$ cat config.mk
export PLATFORM = sky130hd
export DESIGN_NAME = i2s_rx_master
export DESIGN_NICKNAME = d
export VERILOG_FILES = /design/src/rtl/i2s_rx_master.sv
export SDC_FILE = /design/constraint.sdc
export NUM_CORES = 1
export LEC_CHECK = 0
export BUFFER_PORTS_ARGS = -buffer_cell sky130_fd_sc_hd__buf_2
export CAP_MARGIN = 25
export CORE_UTILIZATION = 57
export DETAILED_ROUTE_END_ITERATION = 10
export PLACE_DENSITY = 0.79
export SETUP_SLACK_MARGIN = 0.02
export SLEW_MARGIN = 10
export SYNTH_ARGS = -nofsm -noshare
export SYNTH_HDL_FRONTEND = slang
export SYNTH_SLANG_ARGS = --single-unit
$ cat constraint.sdc
create_clock -name clk -period 2.7 [get_ports clk]
set_input_delay 0.81 -clock clk [delete_from_list [all_inputs] [get_ports clk]]
set_output_delay 0.81 -clock clk [all_outputs]
set_load 0.01 [all_outputs]
$ cat src/rtl/i2s_rx_master.sv
// rtl/i2s_rx_master.sv - I2S receive master: SCK/WS generation, SD capture, stereo frame handshake
// The bit counter sits at 2*WIDTH-1 while idle so the first fall wraps it to bit 0 of a fresh frame.
module i2s_rx_master #(
  parameter int WIDTH = 32,
  parameter int DIV   = 4
) (
  input  logic             clk,
  input  logic             rst_n,
  input  logic             enable,
  input  logic             sd,
  output logic             sck,
  output logic             ws,
  output logic [WIDTH-1:0] left_data,
  output logic [WIDTH-1:0] right_data,
  output logic             frame_valid,
  input  logic             frame_ready,
  output logic             overrun
);

  localparam int DW = $clog2(DIV);
  localparam int BW = $clog2(2 * WIDTH);
  localparam logic [DW-1:0] DIV_LAST   = DW'(DIV - 1);
  localparam logic [BW-1:0] BIT_LAST   = BW'(2 * WIDTH - 1);
  localparam logic [BW-1:0] LEFT_LAST  = BW'(WIDTH - 1);
  localparam logic [BW-1:0] WS_HI_LAST = BW'(2 * WIDTH - 2);

  logic [DW-1:0]    div_cnt;
  logic [BW-1:0]    bit_cnt;
  logic [BW-1:0]    bit_next;
  logic             started;
  logic [WIDTH-1:0] shift_reg;
  logic [WIDTH-1:0] shift_next;
  logic [WIDTH-1:0] left_hold;
  logic             tick;
  logic             rise;
  logic             fall;
  logic             frame_done;

  always_comb begin
    tick       = enable && (div_cnt == DIV_LAST);
    rise       = tick && !sck;
    fall       = tick && sck;
    bit_next   = (bit_cnt == BIT_LAST) ? '0 : bit_cnt + 1'b1;
    shift_next = {shift_reg[WIDTH-2:0], sd};
    frame_done = rise && started && (bit_cnt == BIT_LAST);
  end

  // Sequencer: divider, SCK/WS generation and serial capture.
  always_ff @(posedge clk or negedge rst_n) begin
    if (!rst_n) begin
      div_cnt   <= '0;
      bit_cnt   <= BIT_LAST;
      started   <= 1'b0;
      sck       <= 1'b0;
      ws        <= 1'b0;
      shift_reg <= '0;
      left_hold <= '0;
      overrun   <= 1'b0;
    end else if (!enable) begin
      div_cnt <= '0;
      bit_cnt <= BIT_LAST;
      started <= 1'b0;
      sck     <= 1'b0;
      ws      <= 1'b0;
      overrun <= 1'b0;
    end else begin
      div_cnt <= tick ? '0 : div_cnt + 1'b1;
      if (tick) begin
        sck <= ~sck;
      end
      if (fall) begin
        bit_cnt <= bit_next;
        started <= 1'b1;
        ws      <= (bit_next >= LEFT_LAST) && (bit_next <= WS_HI_LAST);
      end
      if (rise && started) begin
        shift_reg <= shift_next;
        if (bit_cnt == LEFT_LAST) begin
          left_hold <= shift_next;
        end
      end
      if (frame_done && frame_valid && !frame_ready) begin
        overrun <= 1'b1;
      end
    end
  end

  // Output holding registers; newest frame always wins.
  always_ff @(posedge clk or negedge rst_n) begin
    if (!rst_n) begin
      left_data   <= '0;
      right_data  <= '0;
      frame_valid <= 1'b0;
    end else if (frame_done) begin
      left_data   <= left_hold;
      right_data  <= shift_next;
      frame_valid <= 1'b1;
    end else if (frame_valid && frame_ready) begin
      frame_valid <= 1'b0;
    end
  end

endmodule

==> Word-level counts from Yosys, hierarchy flattened <==
Index checks and enable logic that the tools add are counted.
{ "op_classes": {"n_addsub": 2, "order_cmp": 2, "eq_ne": 6, "muxes": 15, "n_bitwise": 1, "reduce_logical": 14} }
{ "op_table": {"columns": ["op", "n"], "rows": [
  ["6-bit two-way mux", 3],
  ["1-bit two-way mux", 10],
  ["1-bit logical AND", 9],
  ["6-bit by 1-bit adder with 6-bit output (second input constant)", 1],
  ["6-bit by 5-bit equality test with 1-bit output (second input constant)", 1],
  ["6-bit equality test (second input constant)", 1],
  ["6-bit by 5-bit >= comparator with 1-bit output (second input constant)", 1],
  ["6-bit less-or-equal comparator (second input constant)", 1],
  ["2-bit by 1-bit != test with 1-bit output (second input constant)", 3],
  ["2-bit two-way mux", 2],
  ["3-bit AND reduction", 1],
  ["2-bit by 1-bit adder with 2-bit output (second input constant)", 1],
  ["2-bit equality test (second input constant)", 1],
  ["1-bit zero test", 2],
  ["2-bit AND reduction", 1],
  ["2-bit nonzero test", 1],
  ["1-bit NOT", 1]
]} }
{ "word_totals": {"ff_bits": 140, "inputBits": 5} }

==> Logic depth before layout (Yosys ltp) <==
{ "logic_depth": {"depth_word": 9, "mapped_depth": 7} }

==> Worst setup path before layout <==
OpenSTA, ideal clock, no wires.
{ "synth_path": {"kind": "input -> register", "start": "in enable", "end": "reg left_data[0]", "setup_time_ns": 0.125, "arrival_ns": 1.985, "path_slack_ns": 0.589, "stages": 5, "path_buffers": 2, "cell_sequence": "nand4b_1 -> or3_1 -> buf_6 -> buf_6 -> mux2_4"} }
{ "synth_via": {"elab_chain_cells": 4} }
{ "synth_rtl": {"columns": ["element", "line", "source"], "rows": [
  ["start: declaration", "9", "input logic enable,"],
  ["1-bit logical AND", "40", "tick = enable && (div_cnt == DIV_LAST);"],
  ["1-bit logical AND", "41", "rise = tick && !sck;"],
  ["1-bit logical AND (2 in series)", "45", "frame_done = rise && started && (bit_cnt == BIT_LAST);"],
  ["end signal: assignment", "95", "left_data <= left_hold;"],
  ["end: declaration", "13", "output logic [WIDTH-1:0] left_data,"]
]} }
No other way between the ends.
A chain may end at the register's enable or synchronous reset.

==> Worst setup path in the final report <==
{ "layout_path": {"start": "reg bit_cnt[0]", "end": "reg left_data[11]"} }
{ "layout_via": {"elab_chain_cells": 2} }
{ "layout_rtl": {"columns": ["element", "line", "source"], "rows": [
  ["start: declaration", "28", "logic [BW-1:0] bit_cnt;"],
  ["start signal: assignment", "72", "bit_cnt <= bit_next;"],
  ["6-bit equality test", "45", null],
  ["1-bit logical AND", "45", null]
]} }
No other way between the ends.

==> results_tabular.tex <==
\begin{tabular}{lr}
\hline
Metric & Value \\
\hline
\multicolumn{2}{l}{\textbf{Pwr}} \\
Total power density per cell area & 695 nW/um\^{}2 \\
Overall power after layout & 4.66 mW \\
VDD IR-drop max & 452 uV \\
Leakage & 3.74 nW \\
\multicolumn{2}{l}{\textbf{Setup path}} \\
Critical path buffers and inverters & 1 \\
Startpoint type of the worst setup path & flop \\
Crit path cell chain & ha\_1, nand4\_1, or3\_4, buf\_12, mux2\_4 \\
Longest individual stage delay on the worst path & 0.59 ns \\
Library cell contributing the largest single delay on the critical path & sky130\_fd\_sc\_hd\_\_dfstp\_2 \\
Required time worst endpoint & 3.09 ns \\
Peak fanout along the critical path & 66 \\
Worst-case register-to-register setup slack & 0.32 ns \\
Crit end category & flop \\
Data arrival at the endpoint of the critical path & 2.76 ns \\
Crit-path leading delay family & simple AND/OR/NAND/NOR gates \\
Startpoint-to-endpoint class of the critical path & reg2reg \\
\multicolumn{2}{l}{\textbf{Timing}} \\
Number of slew-limit violations in the final report & 0 \\
Count of final hold-check violations & 0 \\
Final clock period utilization by the worst path & 0.880 \\
Worst slew pin tran & 0.461 ns \\
Final sum of negative setup slack & 0 ns \\
Crit path time final & 2.38 ns \\
Max Clk Rate & 0.421 GHz \\
Unrepaired setup endpoints after global routing & false \\
Largest clock skew in the final design & 0.0117 ns \\
Worst max-slew margin expressed relative to the limit & 0.692 \\
Count of endpoints failing setup in the final report & 0 \\
\multicolumn{2}{l}{\textbf{Route}} \\
WL met1 & 4.27 mm \\
Wire length on met3 & 306 microns \\
Vias & 3,018 \\
Total Routed Length & 9.39 mm \\
Remaining antenna violation count & 0 \\
Via density per instance & 5.36 \\
Average detailed-routed wire length per instance & 16.7 microns \\
TritonRoute pass-1 iters & 4 \\
DRT iter0 DRCs & 72 \\
Total DRC errors in the routed layout & 0 \\
Routed wl met2 & 4.69 mm \\
Top routing layer used & met4 \\
\multicolumn{2}{l}{\textbf{Global routing}} \\
Number of global-route vias before repair & 3,051 \\
Remaining global-route overflow & 0 \\
Global-route wire length before repair & 15.6 mm \\
Largest net degree at the start of global routing & 67 \\
Initial antenna violation count & 0 \\
Overall Global Routing Usage & 0.205 \\
\multicolumn{2}{l}{\textbf{Synth}} \\
Count of cell types in the netlist & 31 \\
Post-synth top area share & 0.606 \\
Post-synthesis average cell area & 16.5 sq um \\
Synthesized instance count & 336 \\
Synthesized cell area & 5530 sq um \\
Number of flip-flops and latches in the synthesized netlist & 140 \\
Most area-consuming cells after synthesis & sky130\_fd\_sc\_hd\_\_dfrtp\_1 61\%, sky130\_fd\_sc\_hd\_\_mux2\_2 18\%, sky130\_fd\_sc\_hd\_\_mux2\_4 10\% \\
Proportion of synthesized chip area in sequential cells & 0.635 \\
Total of warnings raised by yosys & 0 \\
Cell type with the highest aggregate area in the netlist & sky130\_fd\_sc\_hd\_\_dfrtp\_1 \\
Syn nets & 345 \\
\multicolumn{2}{l}{\textbf{Final layout}} \\
Synthesis-to-finish area growth & 21.3\% \\
Antenna diode count & 0 \\
Multi-input combinational cell area & 1910 sq um \\
Total of fill cells in the finished design & 588 \\
Largest registers & left\_data: 32 flops, left\_hold: 32 flops, right\_data: 32 flops \\
Share of final-layout standard cells stronger than drive strength 1 & 0.562 \\
Most frequent standard cell in the layout excluding fill and tap cells & sky130\_fd\_sc\_hd\_\_dfrtp\_1 \\
Layout Cell Area excl Fill & 6710 sq um \\
Register Area & 3510 sq um \\
Top library cells by usage in the layout, fill and taps aside & 134 x sky130\_fd\_sc\_hd\_\_dfrtp\_1, 87 x sky130\_fd\_sc\_hd\_\_mux2\_2, 71 x sky130\_fd\_sc\_hd\_\_buf\_2, 38 x sky130\_fd\_sc\_hd\_\_mux2\_4, 16 x sky130\_fd\_sc\_hd\_\_clkbuf\_16 \\
Number of nets at the end of the flow & 430 \\
\multicolumn{2}{l}{\textbf{Placed design}} \\
IO Port Bufs & 72 \\
DP HPWL & 5.88 mm \\
Placement-stage cell area & 6080 sq um \\
Weighted congestion reported at the end of routability-driven placement & 0.785 \\
\multicolumn{2}{l}{\textbf{Clock network}} \\
CTS H-tree lvls & 4 \\
Root buf cell & sky130\_fd\_sc\_hd\_\_clkbuf\_8 \\
CTS Hold Bufs & 0 \\
Clock tree from TritonCTS & yes \\
CTS buffer count & 17 \\
\# resized after CTS & 0 \\
Worst-Skew Late Latency & 0.51 ns \\
Post-CTS clock slew at the launch and capture registers of the worst setup and hold paths & 0.06 ns \\
Maximum root-to-sink buffer count & 2 \\
Post-CTS repair timing setup buffer count & 0 \\
Clock sink count & 140 \\
\multicolumn{2}{l}{\textbf{Job}} \\
Number of max-cap violations & 0 \\
\multicolumn{2}{l}{\textbf{Floorplanning}} \\
Ports placed on the boundary & 73 \\
Die Y-Extent & 101 microns \\
Die area & 10,100 sq um \\
Floorplan Core Area & 9330 sq um \\
Number of placement rows & 35 \\
Starting Density & 0.593 \\
Width of the die & 101 microns \\
\multicolumn{2}{l}{\textbf{Min path}} \\
Type of the most critical hold path & in2async \\
\multicolumn{2}{l}{\textbf{Run status}} \\
Result of the run & complete, no violations \\
\hline
\end{tabular}
[metrics by stage]
step	setup WS [ns]	hold slack (ns)	util	cells
finish	0.324	0.218	0.720	563
global route	0.263	0.238	0.720	563
CTS	0.381	0.217	0.720	563
detailed placement	0.288	0.441	0.651	531
global placement	0.338	0.423	0.651	531
floorplan	0.589	0.416	-	336
[area by class of cell]
type / instances / share of cell area
repair buffers: 81 / 0.0703
well taps: 129 / 0.0240
inverters: 5 / 0.00280
clock inverters: 13 / 0.0319
multi-input cells: 176 / 0.285
flip-flops and latches: 140 / 0.523
clock buffers: 19 / 0.0628
[routing by layer]
metal / vias to the layer above / track usage
li1: 1373 / -
met5: - / 0
met3: 11 / 0.0506
met4: 0 / 0.0713
met1: 1562 / 0.276
met2: 72 / 0.328
[cells by family after synthesis]
family,count (synthesis),share of synthesized area
fa+ha+maj,4,0.00905
simple gates,25,0.0251
flops,140,0.635
xor+xnor,2,0.00317
buf+inv,20,0.0215
compound gates,17,0.0204
mux,128,0.286
[report_power, final]
part	internal (mW)	switching [mW]
Clock	1.60	0.876
Combinational	0.0184	0.0533
Sequential	2.11	0.00452
Total	3.73	0.934
[worst register-to-register path: cells and delay by family (launching register included)]
| kind | cells | cell delay, ns |
|---|---|---|
| AND/OR/NAND/NOR | 2 | 0.69 |
| buffers and inverters | 1 | 0.22 |
| multiplexers | 1 | 0.44 |
| adder cells (fa/ha/maj) | 1 | 0.31 |
| flip-flops | 1 | 0.59 |
[synthesized netlist by cell type, drive strengths merged]
library cell / number
dfrtp: 134
mux2: 127
buf: 10
nand2: 7
dfstp: 6
clkbuf: 5
inv: 5
nor3: 5
o21ai: 5
ha: 4
a21oi: 3
and2: 3
nand4: 2
nand4b: 2
nor2: 2
o211ai: 2
o21a: 2
or3: 2
xor2: 2
a211oi: 1
a22o: 1
a311oi: 1
and3: 1
mux2i: 1
nor3b: 1
o311ai: 1
o32ai: 1
[worst paths after layout]
check / startpoint / endpoint / depth (start not counted)
worst min register to register: div_cnt[0] / div_cnt[0] / 1
worst min-delay path: rst_n / right_data[23] / 1
min in group clk: div_cnt[0] / div_cnt[0] / 1
max in group asynchronous: rst_n / bit_cnt[5] / 2
worst max register to register: bit_cnt[0] / left_data[11] / 5
worst max-delay path: bit_cnt[0] / left_data[11] / 5
(Power assumes the default switching activity.)
